--- config.mk ---
export PLATFORM = sky130hd
export DESIGN_NAME = fifo_uart_tx
export DESIGN_NICKNAME = d
export VERILOG_FILES = /design/src/rtl/uart_pkg.sv /design/src/rtl/baud_gen.sv /design/src/rtl/fifo_uart_tx.sv
export SDC_FILE = /design/constraint.sdc
export NUM_CORES = 1
export LEC_CHECK = 0
export CORE_MARGIN = 8
export CORE_UTILIZATION = 56
export DETAILED_ROUTE_END_ITERATION = 8
export PLACE_DENSITY = 0.78
export SLEW_MARGIN = 15
export SYNTH_ARGS = -nofsm -noshare
export SYNTH_HDL_FRONTEND = slang
export SYNTH_SLANG_ARGS = --single-unit
--- constraint.sdc ---
create_clock -name clk -period 2.5 [get_ports clk]
set_input_delay 0.5 -clock clk [delete_from_list [all_inputs] [get_ports clk]]
set_output_delay 0.5 -clock clk [all_outputs]
set_load 0.03 [all_outputs]
--- src/rtl/uart_pkg.sv ---
// rtl/uart_pkg.sv - shared FSM state type and default timing constants for the FIFO-fed UART transmitter
package uart_pkg;

    typedef enum logic [1:0] {
        IDLE  = 2'd0,
        START = 2'd1,
        DATA  = 2'd2,
        STOP  = 2'd3
    } state_t;

    localparam int DEFAULT_CLK_FREQ = 100_000_000;
    localparam int DEFAULT_BAUD     = 9600;

endpackage

--- src/rtl/baud_gen.sv ---
// rtl/baud_gen.sv - bit-period counter producing one tick per BIT_CYC enabled cycles
module baud_gen #(
    parameter int BIT_CYC = 16
) (
    input  logic clk,
    input  logic rst,
    input  logic clr,
    input  logic en,
    output logic tick
);

    localparam int CW = $clog2(BIT_CYC);
    localparam logic [CW-1:0] LAST = CW'(BIT_CYC - 1);

    logic [CW-1:0] cnt;

    // Tick marks the last cycle of the current bit period; only meaningful while enabled.
    assign tick = en && (cnt == LAST);

    // Count 0..BIT_CYC-1 while enabled, restart from zero on clear so a new frame starts aligned.
    always_ff @(posedge clk or posedge rst) begin
        if (rst) begin
            cnt <= '0;
        end else if (clr) begin
            cnt <= '0;
        end else if (en) begin
            cnt <= tick ? '0 : cnt + CW'(1);
        end
    end

endmodule

--- src/rtl/fifo_uart_tx.sv ---
// rtl/fifo_uart_tx.sv - UART transmitter that pops bytes from an upstream FIFO and serialises them 8N1
module fifo_uart_tx
    import uart_pkg::*;
#(
    parameter int DATA_WIDTH = 8,
    parameter int CLK_FREQ   = DEFAULT_CLK_FREQ,
    parameter int BAUD       = DEFAULT_BAUD
) (
    input  logic                  clk,
    input  logic                  rst,
    input  logic                  fifo_empty,
    input  logic [DATA_WIDTH-1:0] fifo_rdata,
    output logic                  fifo_re,
    output logic                  tx,
    output logic                  tx_busy,
    output logic                  tx_done
);

    localparam int BIT_CYC = CLK_FREQ / BAUD;
    localparam int BW      = (DATA_WIDTH > 1) ? $clog2(DATA_WIDTH) : 1;
    localparam logic [BW-1:0] LAST_BIT = BW'(DATA_WIDTH - 1);

    generate
        if (BIT_CYC < 2) begin : g_bit_cyc_too_small
            $error("fifo_uart_tx: CLK_FREQ/BAUD must be at least 2");
        end
    endgenerate

    state_t                state;
    state_t                state_nx;
    logic [DATA_WIDTH-1:0] sh;
    logic [DATA_WIDTH-1:0] sh_nx;
    logic [BW-1:0]         bit_cnt;
    logic [BW-1:0]         bit_cnt_nx;
    logic                  tx_nx;
    logic                  tick;

    // Pop only from IDLE; masked during reset so nothing is consumed while the block is held.
    assign fifo_re = (state == IDLE) && !fifo_empty && !rst;
    assign tx_busy = (state != IDLE);

    baud_gen #(
        .BIT_CYC (BIT_CYC)
    ) u_baud_gen (
        .clk  (clk),
        .rst  (rst),
        .clr  (fifo_re),
        .en   (tx_busy),
        .tick (tick)
    );

    // State register.
    always_ff @(posedge clk or posedge rst) begin
        if (rst) begin
            state <= IDLE;
        end else begin
            state <= state_nx;
        end
    end

    // Next-state, shifter and bit-counter update; each phase advances only on the baud tick.
    always_comb begin
        state_nx   = state;
        sh_nx      = sh;
        bit_cnt_nx = bit_cnt;
        case (state)
            IDLE: begin
                if (fifo_re) begin
                    state_nx   = START;
                    sh_nx      = fifo_rdata;
                    bit_cnt_nx = '0;
                end
            end
            START: begin
                if (tick) begin
                    state_nx = DATA;
                end
            end
            DATA: begin
                if (tick) begin
                    sh_nx      = sh >> 1;
                    bit_cnt_nx = bit_cnt + BW'(1);
                    if (bit_cnt == LAST_BIT) begin
                        state_nx = STOP;
                    end
                end
            end
            STOP: begin
                if (tick) begin
                    state_nx = IDLE;
                end
            end
            default: begin
                state_nx = IDLE;
            end
        endcase
    end

    // Line level is derived from the upcoming state so the registered tx lines up with the state it belongs to.
    always_comb begin
        tx_nx = 1'b1;
        case (state_nx)
            START:   tx_nx = 1'b0;
            DATA:    tx_nx = sh_nx[0];
            default: tx_nx = 1'b1;
        endcase
    end

    // Datapath registers and the end-of-frame pulse.
    always_ff @(posedge clk or posedge rst) begin
        if (rst) begin
            sh      <= '0;
            bit_cnt <= '0;
            tx      <= 1'b1;
            tx_done <= 1'b0;
        end else begin
            sh      <= sh_nx;
            bit_cnt <= bit_cnt_nx;
            tx      <= tx_nx;
            tx_done <= (state == STOP) && tick;
        end
    end

endmodule
Yosys cells after proc, flatten, opt, wreduce, memory -nomap -nowiden
Cells that the tools add are included.
- bits in registers: 29
- bits of input ports: 11
- output and inout port bits: 4
- word-level logic and storage cells: 45
- add/subtract/negate cells: 2
- equality and inequality tests: 9
- mux-type cells: 16
- reduce and logical (&&, ||, !) cells: 11
- operators by type and width (kind ; count):
    $mux 14 ; 3
    $mux 8 ; 2
    $pmux 8 s2 ; 1
    $add 14x1->14 const B ; 1
    $eq 14x14->1 const B ; 1
    $mux 2 ; 5
    $pmux 2 s4 ; 1
    $eq 2x2->1 const B ; 3
    $mux 3 ; 2
    $pmux 3 s2 ; 1
    $reduce_bool 2->1 ; 3
    $eq 2x1->1 const B ; 2
    $logic_and 1x1->1 ; 4
    $ne 2x2->1 const B ; 2
    $add 3x1->3 const B ; 1
    $eq 3x3->1 const B ; 1
    $reduce_and 3->1 ; 1
    $logic_not 1->1 ; 2
    $logic_not 2->1 ; 1
    $pmux 1 s2 ; 1

Logic depth before layout (Yosys ltp)
- word-level depth: 7
- depth in mapped cells: 7
- depth with buffers taken out: 6

By module
A second synthesis with hierarchy kept.
- cell total of the unflattened synthesis: 143
- area, all modules: 1589.0 sq um
- by module, submodules not included (module ; times used ; cells an instance ; area each (sq um) ; sequential area each (sq um)):
    baud_gen ; 1 ; 82 ; 840.8 ; 350.3
    fifo_uart_tx ; 1 ; 61 ; 748.2 ; 376.6

Worst setup path after synthesis
Ideal clock, no wire load.
- kind: register to register
- start point: reg state[1]
- end point: reg sh[1]
- setup time: 0.126 ns
- data arrival time: 2.294 ns
- data required time: 2.374 ns
- path slack: 0.080 ns
- cell stages (with the launch flop): 7
- path buffers: 1
- clock period less this slack: 2.420 ns
- path through: dfrtp_1 -> clkbuf_1 -> nor2_1 -> inv_1 -> nor3_1 -> a21oi_4 -> a221o_1
- cells in the longest elaborated chain, start to end: 5
- elaborated cells on any way between the ends: 11
- those cells by class: 3 x eq/ne; 1 x mux; 7 x reduce/logical
- RTL lines (element ; RTL line ; source):
    start: declaration ; fifo_uart_tx.sv:29 ; state_t state;
    start signal: assignment ; fifo_uart_tx.sv:57 ; state <= state_nx;
    $logic_not 2->1 ; fifo_uart_tx.sv:39 ; assign fifo_re = (state == IDLE) && !fifo_empty && !rst;
    $logic_and 1x1->1 (2 in a row) ; fifo_uart_tx.sv:39 ;
    via fifo_re ; fifo_uart_tx.sv:13 ; output logic fifo_re,
    $ne 2x2->1 (no line) ; - ;
    $reduce_and 3->1 (no line) ; - ;
    end signal: assignment ; fifo_uart_tx.sv:117 ; sh <= sh_nx;
    end: declaration ; fifo_uart_tx.sv:31 ; logic [DATA_WIDTH-1:0] sh;
The timed path passes the listed nets, and every way through them passes these cells.
A chain may end at the register's enable or synchronous reset.

Worst setup path after layout
- start point: reg state[0]
- end point: out tx_busy
- cells in the longest elaborated chain, start to end: 1
- RTL lines (element ; RTL line ; source):
    $reduce_bool 2->1 ; fifo_uart_tx.sv:40 ; assign tx_busy = (state != IDLE);
    end: declaration ; fifo_uart_tx.sv:15 ; output logic tx_busy,
No other way between the ends.

==> out/metrics.json <==
{
  "firstDrtPassIters": {"value": 4},
  "worst_skew_pair.late_latency": {"value": 0.33, "unit": "ns"},
  "run_status": {"value": "completed"},
  "post-dp-hpwl": {"value": 2.58, "unit": "mm"},
  "dp_worst_setup_slack": {"value": 0.294, "unit": "ns"},
  "num_io_pins": {"value": 15},
  "synth-seq-cells": {"value": 29},
  "placement.cell_area": {"value": 1780, "unit": "um2"},
  "first_global_vias": {"value": 1402},
  "tritoncts": {"value": "yes"},
  "drv_slew": {"value": 0},
  "worst_path_largest_cell_delay": {"value": 0.71, "unit": "ns"},
  "yosysUniqueCellTypes": {"value": 40},
  "synth.cell_area": {"value": 1570, "unit": "um2"},
  "post-synth-top-area-cell": {"value": "dfrtp_1"},
  "grt_start_max_net_pins": {"value": 20},
  "min_path_type": {"value": "reg -> reg"},
  "hold_violations": {"value": 0},
  "grt_setup_unrepaired": {"value": "no"},
  "final.period_utilization": {"value": 92.1, "unit": "%"},
  "critical-path-slowest-cell": {"value": "clkdlybuf4s50_1"},
  "postSynth.topFlopCell": {"value": "dfrtp_1"},
  "async_flop_share": {"value": 100, "unit": "%"},
  "critical_path_required": {"value": 2.00, "unit": "ns"},
  "report.final.setup_viol": {"value": 0},
  "die_x": {"value": 69.0, "unit": "um"},
  "grt_util_all_layers": {"value": 16.9, "unit": "%"},
  "total_leakage_power": {"value": 0.000817, "unit": "uW"},
  "path_cells": {"value": "nor2_1 > inv_1 > clkdlybuf4s50_1"},
  "tritoncts_num_sinks": {"value": 29},
  "critical_path.max_fanout": {"value": 10},
  "die-area": {"value": 4760, "unit": "um2"},
  "max_freq": {"value": 0.434, "unit": "GHz"},
  "crit_type": {"value": "reg -> out"},
  "worst_clock_skew": {"value": 0.00545, "unit": "ns"},
  "cts.repair.resized": {"value": 0},
  "post-route-cell-area": {"value": 1850, "unit": "um2"},
  "grt_pass1_wl": {"value": 6.13, "unit": "mm"},
  "core_area": {"value": 2710, "unit": "um2"},
  "drt.antenna.violating_nets": {"value": 0},
  "placement.io_buffers": {"value": 14},
  "max_cap_viols": {"value": 0},
  "fin_nets": {"value": 196},
  "route.vias.total": {"value": 1368},
  "synth_warnings": {"value": 0},
  "clk_root_buffer_cell": {"value": "clkbuf_4"},
  "globalplace.congestion": {"value": 0.911},
  "grt_antenna_before_repair": {"value": 0},
  "cts-root-to-sink-buffers": {"value": 2},
  "totalWireLength": {"value": 3.53, "unit": "mm"},
  "timing.critical_path.from_type": {"value": "flip-flop"},
  "final_period_minus_worst_setup_slack": {"value": 2.30, "unit": "ns"},
  "arrival": {"value": 1.80, "unit": "ns"},
  "synthesis.instances": {"value": 162},
  "synth_edf_count": {"value": 0},
  "post_route_cells_drive_above_1_share": {"value": 13.1, "unit": "%"},
  "via_per_inst": {"value": 6.39},
  "drt_drc_violations_left": {"value": 0},
  "finalPower": {"value": 1210, "unit": "uW"},
  "initial_utilization": {"value": 58.0, "unit": "%"},
  "seq_area_frac_synth": {"value": 46.3, "unit": "%"},
  "die_height": {"value": 69.0, "unit": "um"},
  "cts_setup_buffers": {"value": 0},
  "synth_top_cell_area_share": {"value": 44.6, "unit": "%"},
  "synthesis.area_per_instance": {"value": 9.70, "unit": "um2"},
  "dr.first_iter.drc_count": {"value": 130},
  "setup-tns-final": {"value": 0, "unit": "ns"},
  "critPathCaptureType": {"value": "output pin"},
  "utilization": {"value": 68.1, "unit": "%"},
  "clkTransAtPathRegs": {"value": 0.09, "unit": "ns"},
  "cts_inserted_buffers": {"value": 5},
  "synth.net_count": {"value": 176},
  "area.growth.synth_to_final": {"value": 17.5, "unit": "%"},
  "grt-ovfl-total": {"value": 0},
  "peakVddDrop": {"value": 0.650, "unit": "mV"},
  "std_cell_rows": {"value": 19},
  "antennaDiodeCount": {"value": 0},
  "htree_levels": {"value": 2},
  "power-per-cell-area": {"value": 656, "unit": "nW/um2"},
  "ys_top_cells_by_area": {"value": "dfrtp_1 45%, a221o_1 4.5%, a31oi_1 4.4%, and3_1 3.2%, o21ai_0 2.9%"},
  "maxSlewHeadroom": {"value": 51.5, "unit": "%"},
  "fin_ws": {"value": 0.197, "unit": "ns"},
  "route.detailed.wl_per_inst": {"value": 16.5, "unit": "um"},
  "cts.hold.buffers_added": {"value": 0},
  "least_margin_pin_slew": {"value": 0.724, "unit": "ns"}
}
## logic make-up (layout without fill, tap and decap cells)
family | count (synthesis) | count (layout) | share of synthesized area [%]
muxes | 5 | 5 | 3.34
DFF | 29 | 29 | 46.3
and+or+nand+nor | 65 | 65 | 24.0
xor gates and xnor gates | 2 | 2 | 1.11
adders and majority gates | 3 | 3 | 2.39
AOI/OAI and AO/OA | 40 | 40 | 18.5
buffers and inverters | 18 | 39 | 4.46
## cell usage after synthesis (2+ instances only)
cell type	count
a21oi_1	2
a221o_1	7
a31oi_1	11
and3_1	8
clkbuf_1	5
dfrtp_1	28
ha_1	3
inv_1	11
mux2_2	2
mux2i_1	3
nand2_1	11
nand2b_1	4
nand3_1	6
nand4_1	2
nor2_1	9
nor2b_1	2
nor3_1	5
nor4_1	3
o21ai_0	9
o21bai_1	3
o31ai_1	2
or3_1	4
or3b_2	2
or4_1	4
## metal layers
layer	vias to the layer above	routed length (um)	global-route usage [%]
met5	-	0	0
met4	0	46	6.52
met3	7	249	5.65
met2	62	1740	28.0
met1	653	1500	19.7
li1	646	-	-
## registers in the layout (all words and copies together), names as in the netlist
name            count
tx_done             1
bit_cnt             3
sh                  8
tx                  1
u_baud_gen.cnt     14
state               2
## report_power, final
part	total (uW)	switching (uW)	internal (uW)
sequential	661	101	561
clock	329	166	163
combinational	221	107	115
total	1210	373	838
## stage by stage
stage               instances  hold slack (ns)
floorplan                 162            0.479
finish                    214            0.530
global route              214            0.546
global placement          206            0.493
detailed placement        206            0.501
CTS                       214            0.524
## worst paths after layout
| path | end | cells after the start | slack (ns) | startpoint |
|---|---|---|---|---|
| min in group asynchronous | bit_cnt[2]$_DFFE_PP0P_ | 2 | 0.60 | rst |
| worst min-delay path | sh[3]$_DFFE_PP0P_ | 1 | 0.53 | sh[3]$_DFFE_PP0P_ |
| max in group asynchronous | tx$_DFF_PP1_ | 3 | 1.36 | rst |
| worst min register to register | sh[3]$_DFFE_PP0P_ | 1 | 0.53 | sh[3]$_DFFE_PP0P_ |
| worst max-delay path | tx_busy | 3 | 0.20 | state[0]$_DFF_PP0_ |
| worst max register to register | u_baud_gen.cnt[3]$_DFFE_PP0P_ | 4 | 0.27 | u_baud_gen.cnt[8]$_DFFE_PP0P_ |
## worst max-delay path, delay by kind of cell, from the launching register on
kind                   cells  cell delay [ns]
buffers and inverters      2             0.86
flip-flops                 1             0.52
AND/OR/NAND/NOR            1             0.09
## cell usage in the layout, fill, tap and decap left out, types with 3 or more instances in the layout
master | synthesis | final
nor3_1 | 5 | 5
dfrtp_1 | 28 | 28
or3_1 | 4 | 4
nand2b_1 | 4 | 4
nor2_1 | 9 | 9
a221o_1 | 7 | 7
mux2i_1 | 3 | 3
o21ai_0 | 9 | 9
buf_4 | 0 | 6
inv_1 | 11 | 11
o21bai_1 | 3 | 3
nor4_1 | 3 | 3
clkdlybuf4s50_1 | 0 | 13
clkbuf_4 | 0 | 5
ha_1 | 3 | 3
a31oi_1 | 11 | 11
nand3_1 | 6 | 6
and3_1 | 8 | 8
or4_1 | 4 | 4
nand2_1 | 11 | 11
## cell type report
cell class,instances,area (um2)
Timing Repair Buffer,20,195
Clock inverter,1,5.00
Clock buffer,7,65.1
Fill cell,227,863
Tap cell,31,38.8
Multi-Input combinational cell,115,774
Inverter,11,41.3
Sequential cell,29,727
Power figures use the tool's default switching activity.
